File: config.mk
export PLATFORM = sky130hd
export DESIGN_NAME = ram_block
export DESIGN_NICKNAME = d
export VERILOG_FILES = /design/src/rtl/ram_block.sv
export SDC_FILE = /design/constraint.sdc
export NUM_CORES = 1
export LEC_CHECK = 0
export ABC_AREA = 1
export BUFFER_PORTS_ARGS = -buffer_cell sky130_fd_sc_hd__buf_2
export CORE_MARGIN = 3
export CORE_UTILIZATION = 40
export DETAILED_ROUTE_END_ITERATION = 16
export SLEW_MARGIN = 25
export SYNTH_ARGS = -nofsm -noshare
export SYNTH_HDL_FRONTEND = slang
export SYNTH_SLANG_ARGS = --single-unit
File: constraint.sdc
create_clock -name clk -period 1.3 [get_ports clk]
set_input_delay 0.13 -clock clk [delete_from_list [all_inputs] [get_ports clk]]
set_output_delay 0.13 -clock clk [all_outputs]
set_load 0.02 [all_outputs]
File: src/rtl/ram_block.sv
// ram_block: single-port synchronous RAM with registered read data.
//
// Depth is 2**ADDR_WIDTH words of DATA_WIDTH bits. Every rising clk edge
// performs exactly one access on addr: a write when wen=1, a read when wen=0.
// dataout is loaded on that edge, so read latency is one clock.
//
// Reset (rst, active-low, asynchronous) clears every memory word and dataout
// immediately, without waiting for clk. Accesses are ignored while rst=0.
//
// Optional feature macro: RAM_WRITE_THROUGH_EN
//   undefined (default) : a write cycle loads dataout with the old word
//                         (read-before-write).
//   defined             : a write cycle loads dataout with datain
//                         (write-through).
//
// Ports:
//   clk     in  1           clock, rising edge
//   rst     in  1           asynchronous reset, active-low
//   addr    in  ADDR_WIDTH  word address for read and write
//   datain  in  DATA_WIDTH  write data
//   wen     in  1           1 = write, 0 = read
//   dataout out DATA_WIDTH  registered read data
module ram_block #(
  parameter int DATA_WIDTH = 8,
  parameter int ADDR_WIDTH = 4
) (
  input  logic                  clk,
  input  logic                  rst,
  input  logic [ADDR_WIDTH-1:0] addr,
  input  logic [DATA_WIDTH-1:0] datain,
  input  logic                  wen,
  output logic [DATA_WIDTH-1:0] dataout
);

  localparam int DEPTH = 2 ** ADDR_WIDTH;

  // Storage is built from resettable flops because reset must clear every
  // word asynchronously; a macro RAM array could not honour that.
  logic [DATA_WIDTH-1:0] mem_r [DEPTH];
  logic [DATA_WIDTH-1:0] dout_r;
  logic [DATA_WIDTH-1:0] dout_next_s;
  logic [DATA_WIDTH-1:0] rd_word_s;

  // Combinational read of the addressed word (old contents on a write cycle).
  always_comb begin
    rd_word_s = mem_r[addr];
  end

  // Select what dataout loads on the next edge.
  always_comb begin
    dout_next_s = rd_word_s;
`ifdef RAM_WRITE_THROUGH_EN
    if (wen) begin
      dout_next_s = datain;
    end else begin
      dout_next_s = rd_word_s;
    end
`else
    dout_next_s = rd_word_s;
`endif
  end

  // Memory array: asynchronous clear, otherwise write on wen.
  always_ff @(posedge clk or negedge rst) begin
    if (!rst) begin
      for (int i = 0; i < DEPTH; i++) begin
        mem_r[i] <= {DATA_WIDTH{1'b0}};
      end
    end else if (wen) begin
      mem_r[addr] <= datain;
    end
  end

  // Output data register: the only driver of dataout.
  always_ff @(posedge clk or negedge rst) begin
    if (!rst) begin
      dout_r <= {DATA_WIDTH{1'b0}};
    end else begin
      dout_r <= dout_next_s;
    end
  end

  assign dataout = dout_r;

endmodule

==> results of run 1 <==
## timing repair
action | in CTS | in global routing
gates resized for setup | 0 | 0
hold endpoints to repair | 124 | 0
hold buffers | 1 | 0
## power by group through the flow
stage / Combinational [uW] / Sequential, uW / Clock (uW)
finish: 2140 / 5630 / 4930
global route: 2530 / 5740 / 5230
CTS: 2170 / 5620 / 5040
detailed placement: 2170 / 5680 / 0
global placement: 2110 / 5680 / 0
floorplan: 1460 / 5630 / 0
## flip-flops by register name, indices dropped and copies added, names as in the netlist
name	count
dataout	8
mem_r	128
## metal layers
layer | wire length [um] | GRT usage (%) | up-vias
li1 | - | - | 2708
met2 | 7910 | 32.9 | 94
met1 | 7710 | 27.6 | 2530
met5 | 0 | 0 | -
met3 | 607 | 4.33 | 24
met4 | 257 | 6.88 | 0
## cell type report
cell class | count | area (um2)
clock inverters | 12 | 150
flip-flops and latches | 136 | 3400
clock buffers | 20 | 457
well taps | 211 | 264
fillers | 1511 | 7650
repair buffers | 76 | 674
multi-input cells | 624 | 2540
inverters | 31 | 119
## logic make-up (layout without fill, tap and decap cells)
| group | after synthesis | after routing | synth area share, % |
|---|---|---|---|
| AND/OR/NAND/NOR | 496 | 496 | 30.2 |
| buffers and inverters | 78 | 139 | 5.32 |
| AO/OA/AOI/OAI | 128 | 128 | 10.2 |
| flip-flops | 136 | 136 | 54.2 |
## cells in the final DEF (no fill, tap or decap), types with 2 or more instances in the layout
master / netlist / layout
clkbuf_8: 0 / 2
clkinv_1: 2 / 2
nand2_1: 434 / 434
inv_1: 26 / 26
clkbuf_16: 0 / 17
inv_2: 2 / 2
nand3_1: 2 / 2
buf_4: 2 / 41
nor2_1: 50 / 50
nor3_2: 2 / 2
buf_12: 0 / 12
clkinv_2: 0 / 3
dfrtp_1: 136 / 136
nand4_1: 2 / 2
o21ai_0: 48 / 48
o21ai_1: 32 / 32
bufinv_16: 0 / 3
nor2_2: 6 / 6
a21oi_1: 48 / 48
buf_2: 25 / 21
clkinvlp_4: 0 / 6
## worst paths after layout
kind | cells after the start | slack [ps] | to | startpoint
worst max register to register | 8 | 270 | dataout[1] | mem_r[73]
worst min register to register | 2 | 480 | mem_r[116] | mem_r[116]
min in group clk | 4 | 190 | mem_r[81] | datain[1]
max in group asynchronous | 3 | 580 | mem_r[65] | rst
worst min-delay path | 2 | 190 | mem_r[49] | rst
worst max-delay path | 1 | 210 | dataout[5] | dataout[5]
## stage by stage
step	hold slack (ps)	instance area, um2	instances	setup WS (ps)
after floorplan	-166	6270	838	128
after global placement	80.3	6990	1077	26.4
after detailed placement	77.7	6990	1077	20.6
after CTS	176	7600	1110	185
after global routing	199	7600	1110	147
final	186	7600	1110	213
==> flow_summary_export.csv, run 1 <==
group,metric,value,unit
synth,async_flop_share,100,%
route,ant_nets,0,
global_route,overflow,0,
sta,tns,0,ps
setup_path,cpPeakStageDelay,370,ps
power_and_ir_drop,net-switching-power,3590,uW
synth,syn_nets,853,
die,die_x,131,um
sta,rsz0062_at_grt,"false",
synth,yosys-top-cells-count,"434 x nand2_1, 136 x dfrtp_1, 50 x nor2_1",
clock_network,clockBufferDepth,2,
layout,fin_util,49.8,%
sta,hold_viol,0,
sta,skew,13.7,ps
synth,synth-edff-count,0,
sta,fmax,920,MHz
route,first_pass_iters,5,
global_route,grtUsageTotal,20.4,%
setup_path,worstPathMaxFanout,1,
power_and_ir_drop,p_seq_share,44.3,%
clock_network,cts_made_buffers,17,
die,coreArea,15300,um2
synth,netlist_area,6270,um2
sta,min_period,1090,ps
clock_network,numClockSinks,136,
status,status,"finished, final reports clean",
sta,worst_pin_slew,406,ps
layout,area.growth.synth_to_final,21.2,%
global_route,grt_pass1_vias,5200,
route,drtIter0Drc,463,
power_and_ir_drop,combPwrFrac,16.9,%
power_and_ir_drop,sw_frac_of_total,28.3,%
synth,ys_seq_area_share,54.2,%
power_and_ir_drop,internal_power,9120,uW
die,rows,45,
hold_path,hp-class,"input pin to asynchronous set/reset pin",
synth,synth.most_common_cell,"nand2_1",
setup_path,startpoint_type,"register",
route,vias,5356,
layout,drive_gt1_share,13.0,%
clock_network,clk_latency,430,ps
flow_run,drv_cap,0,
setup_path,cp_cell_sequence,"buf_2",
synth,synth.area.top_cells,"dfrtp_1 54%, nand2_1 26%, a21oi_1 3.8%",
clock_network,cts_tree,"built",
sta,fin_crit_sh,83.6,%
synth,yosys_warnings,0,
sta,slew_headroom,72.9,%
synth,syn_avg_cell_area,7.49,um2
setup_path,cp_top_family,"flip-flops",
clock_network,clock-root-buffer,"clkbuf_16",
route,wirelength,16.5,mm
placed_design,numPortBuffers,22,
clock_network,path_clk_slew,60,ps
placed_design,globalplace.congestion,0.822,
synth,yosys.area.top_type,"dfrtp_1",
sta,finalSetupViolCount,0,
synth,netlist.area_leader.share,54.2,%
die,initial_core_util,41.1,%
die,die_y,131,um
die,ios,23,
power_and_ir_drop,p_leak,0.00394,uW
clock_network,post-cts-setup-buffer-count,0,
setup_path,cpMaxStageDelayCell,"dfrtp_1",
setup_path,cp.buffers_inverters,1,
synth,synth_cells,838,
route,drcViolationCount,0,
power_and_ir_drop,ir_worst_vdd,1.06,mV
power_and_ir_drop,finalPower,12700,uW
setup_path,path_class,"register to primary output",
clock_network,cts_max_level,4,
placed_design,dp_hpwl,10.8,mm
setup_path,arrival,960,ps
synth,synthFlopType,"dfrtp_1",
synth,ys_types,18,
power_and_ir_drop,powerDensity,1670,nW/um2
sta,finalMaxSlewViolations,0,
die,die_area,17200,um2
power_and_ir_drop,clock_power_share,38.8,%
route,wire_per_inst,14.9,um
global_route,grt_max_degree,40,
global_route,grt_antenna_before_repair,0,
setup_path,required,1170,ps
global_route,grt_first_pass_wirelength,27.7,mm
layout,final_net_count,901,
layout,n_antenna_cell,0,
synth,yosys_register_bits,136,
setup_path,crit_path_end_kind,"primary output",
route,vias_per_cell,4.83,
Note: power is estimated with default switching activity, not from simulation.
==> run 2, diff against run 1 <==
- ABC_AREA: 1 -> 0
- clock period: 1.3 -> 1 ns (I/O delays scaled with it)
==> run 2 against run 1 <==
The run now ends with negative setup slack left. Non-clock buffer count fell by 1. Synthesized area is 1.6% lower. Sequential share of layout area fell by 1.8 points. Utilization up 3.6 points. Critical path type is now register to register. Critical endpoint is now dataout[6]. Largest power group unchanged.
==> flow_summary_export.csv, run 2 <==
group,metric,value,unit
setup_path,cp_cell_sequence,"mux4_2 -> a22oi_2 -> nand2_1",
synth,async_flop_share,100,%
sta,rsz0062_at_grt,"true",
layout,final_common_cell,"dfrtp_1",
route,ant_nets,0,
synth,ys_types,25,
synth,yosys.area.top_type,"dfrtp_1",
route,drtIter0Drc,231,
synth,synth.most_common_cell,"dfrtp_1",
status,violations,"negative setup slack",
sta,worst_pin_slew,899,ps
synth,syn_avg_cell_area,16.6,um2
setup_path,cp.buffers_inverters,0,
sta,finalSetupViolCount,19,
setup_path,cp-startpoint,"mem_r[102]",
clock_network,cts_made_buffers,17,
die,die_area,17000,um2
placed_design,dp_hpwl,9.63,mm
route,wirelength,14.1,mm
route,first_pass_iters,4,
sta,tns,-2550,ps
synth,ys_seq_area_share,55.1,%
setup_path,reg2regPathDepth,3,
clock_network,cts_max_level,4,
die,initial_core_util,41.7,%
sta,hold_viol,0,
placed_design,placed_area,7080,um2
clock_network,clockBufferDepth,2,
die,coreArea,14800,um2
global_route,overflow,0,
die,rows,44,
clock_network,path_clk_slew,60,ps
global_route,grt_pass1_vias,3936,
layout,regMostFlops,"mem_r",
synth,synth_cells,373,
setup_path,ff2ff_setup_slack,-320,ps
synth,syn_nets,388,
power_and_ir_drop,ir_worst_vdd,1.34,mV
setup_path,cpPeakStageDelay,480,ps
layout,largest_reg_flops,128,
clock_network,clock-root-buffer,"clkbuf_16",
synth,netlist.area_leader.share,55.1,%
flow_run,drv_cap,0,
sta,slew_headroom,39.9,%
synth,yosys-top-cells-count,"136 x dfrtp_1, 120 x mux2_2, 32 x mux4_2",
power_and_ir_drop,powerDensity,2180,nW/um2
setup_path,arrival,1610,ps
setup_path,cp.depth,3,
global_route,grtUsageTotal,18.7,%
setup_path,r2r-start,"mem_r[102]",
setup_path,path_class,"register to register",
synth,synth-edff-count,0,
setup_path,critPathCapture,"dataout[6]",
clock_network,clk_latency,420,ps
synth,synth.area.top_cells,"dfrtp_1 55%, mux2_2 22%, mux4_2 12%",
die,die_y,130,um
placed_design,globalplace.congestion,0.743,
synth,yosys_warnings,0,
setup_path,worstPathMaxFanout,2,
hold_path,hp-class,"input pin to asynchronous set/reset pin",
die,die_x,130,um
setup_path,required,1300,ps
sta,skew,4.36,ps
layout,final_net_count,458,
setup_path,cpMaxStageDelayCell,"mux4_2",
die,ios,23,
clock_network,numClockSinks,136,
layout,final_cell_mix,"136 x dfrtp_1, 85 x mux2_2, 43 x mux2_4",
layout,fin_area,7920,um2
synth,synthFlopType,"dfrtp_1",
clock_network,cts_tree,"built",
setup_path,cp_top_family,"multiplexers",
global_route,grt_first_pass_wirelength,23.3,mm
synth,netlist_area,6170,um2
sta,fin_crit_sh,132,%
route,wire_per_inst,22.0,um
setup_path,startpoint_type,"register",
sta,finalMaxSlewViolations,0,
setup_path,worstReg2RegEnd,"dataout[6]",
global_route,grt_max_degree,31,
setup_path,crit_path_end_kind,"register",
status,status,"complete, but fails checks",
route,drcViolationCount,0,
placed_design,dp_slack,-630,ps
layout,fin_util,53.5,%
layout,area.growth.synth_to_final,28.3,%
route,vias,3492,
route,vias_per_cell,5.45,
power_and_ir_drop,p_leak,0.00345,uW
sta,setup_ws,-318,ps
global_route,grt_antenna_before_repair,1,
sta,min_period,1320,ps
layout,drive_gt1_share,64.7,%
synth,yosys_register_bits,136,
sta,fmax,759,MHz
placed_design,numPortBuffers,22,
[run 2: cell types whose count changed in the layout (fill, tap and decap cells not counted), moves of 32 or more]
cell	delta
nor2_1	-49
a21oi_1	-48
mux2_2	+85
mux4_2	+32
o21ai_1	-32
nand2_1	-426
o21ai_0	-48
mux2_4	+43
[run 2: cell type report]
class                           instances  area (um2)
Fill cell                            1200        6890
Antenna cell                            1        2.50
Clock inverter                         12         148
Timing Repair Buffer                   75         835
Clock buffer                           20         467
Multi-Input combinational cell        213        2840
Tap cell                              184         230
Sequential cell                       136        3400
[run 2: worst min path at each step]
stage	to	depth (start not counted)	slack [ps]	from
final	dataout[6]	2	100	rst
after floorplan	dataout[0]	0	-200	rst
after CTS	dataout[6]	2	90	rst
after detailed placement	dataout[6]	1	-30	rst
after global routing	mem_r[73]	2	110	rst
after global placement	mem_r[89]	1	-30	rst
[run 2: layer usage]
layer	track usage, %	up-vias	wire, um
met5	0	-	0
met1	26.2	1892	6650
met4	5.01	0	131
met2	28.6	45	6820
met3	5.36	13	485
li1	-	1542	-
[run 2: per-stage QoR]
stage | std cells | power (uW) | hold WS [ps]
3_3_place_gp | 602 | 10500 | -32.1
6_report | 641 | 17300 | 103
3_5_place_dp | 602 | 10700 | -30.3
5_1_grt | 641 | 18100 | 107
2_1_floorplan | 373 | 9630 | -196
4_1_cts | 638 | 17400 | 90.5
[run 2: logic make-up (layout without fill, tap and decap cells)]
group                  Yosys count  after routing  synth area share (%)
multiplexers                   160            160                  35.5
other                            0              1                     0
AND/OR/NAND/NOR                 37             37                  5.15
AO/OA/AOI/OAI                   16             16                  1.95
buffers and inverters           24            107                  2.27
flip-flops                     136            136                  55.1
[run 2: worst reg2reg max path, stage by stage, from the launching register on]
cell and delay (ps):
dfrtp_1 380, mux4_2 480, a22oi_2 240, nand2_1 100
[run 2: repair_timing]
item | CTS | global route
hold buffers | 1 | 0
gates resized for setup | 31 | 14
setup buffers | 3 | 2
hold endpoints to repair | 136 | 0
pin swaps | 9 | 6
endpoints found under the setup margin | 66 | 60
[run 2: power breakdown]
part	internal (uW)	switching, uW
logic	2160	1190
clock network	4100	2360
registers	6800	676
total	13100	4230
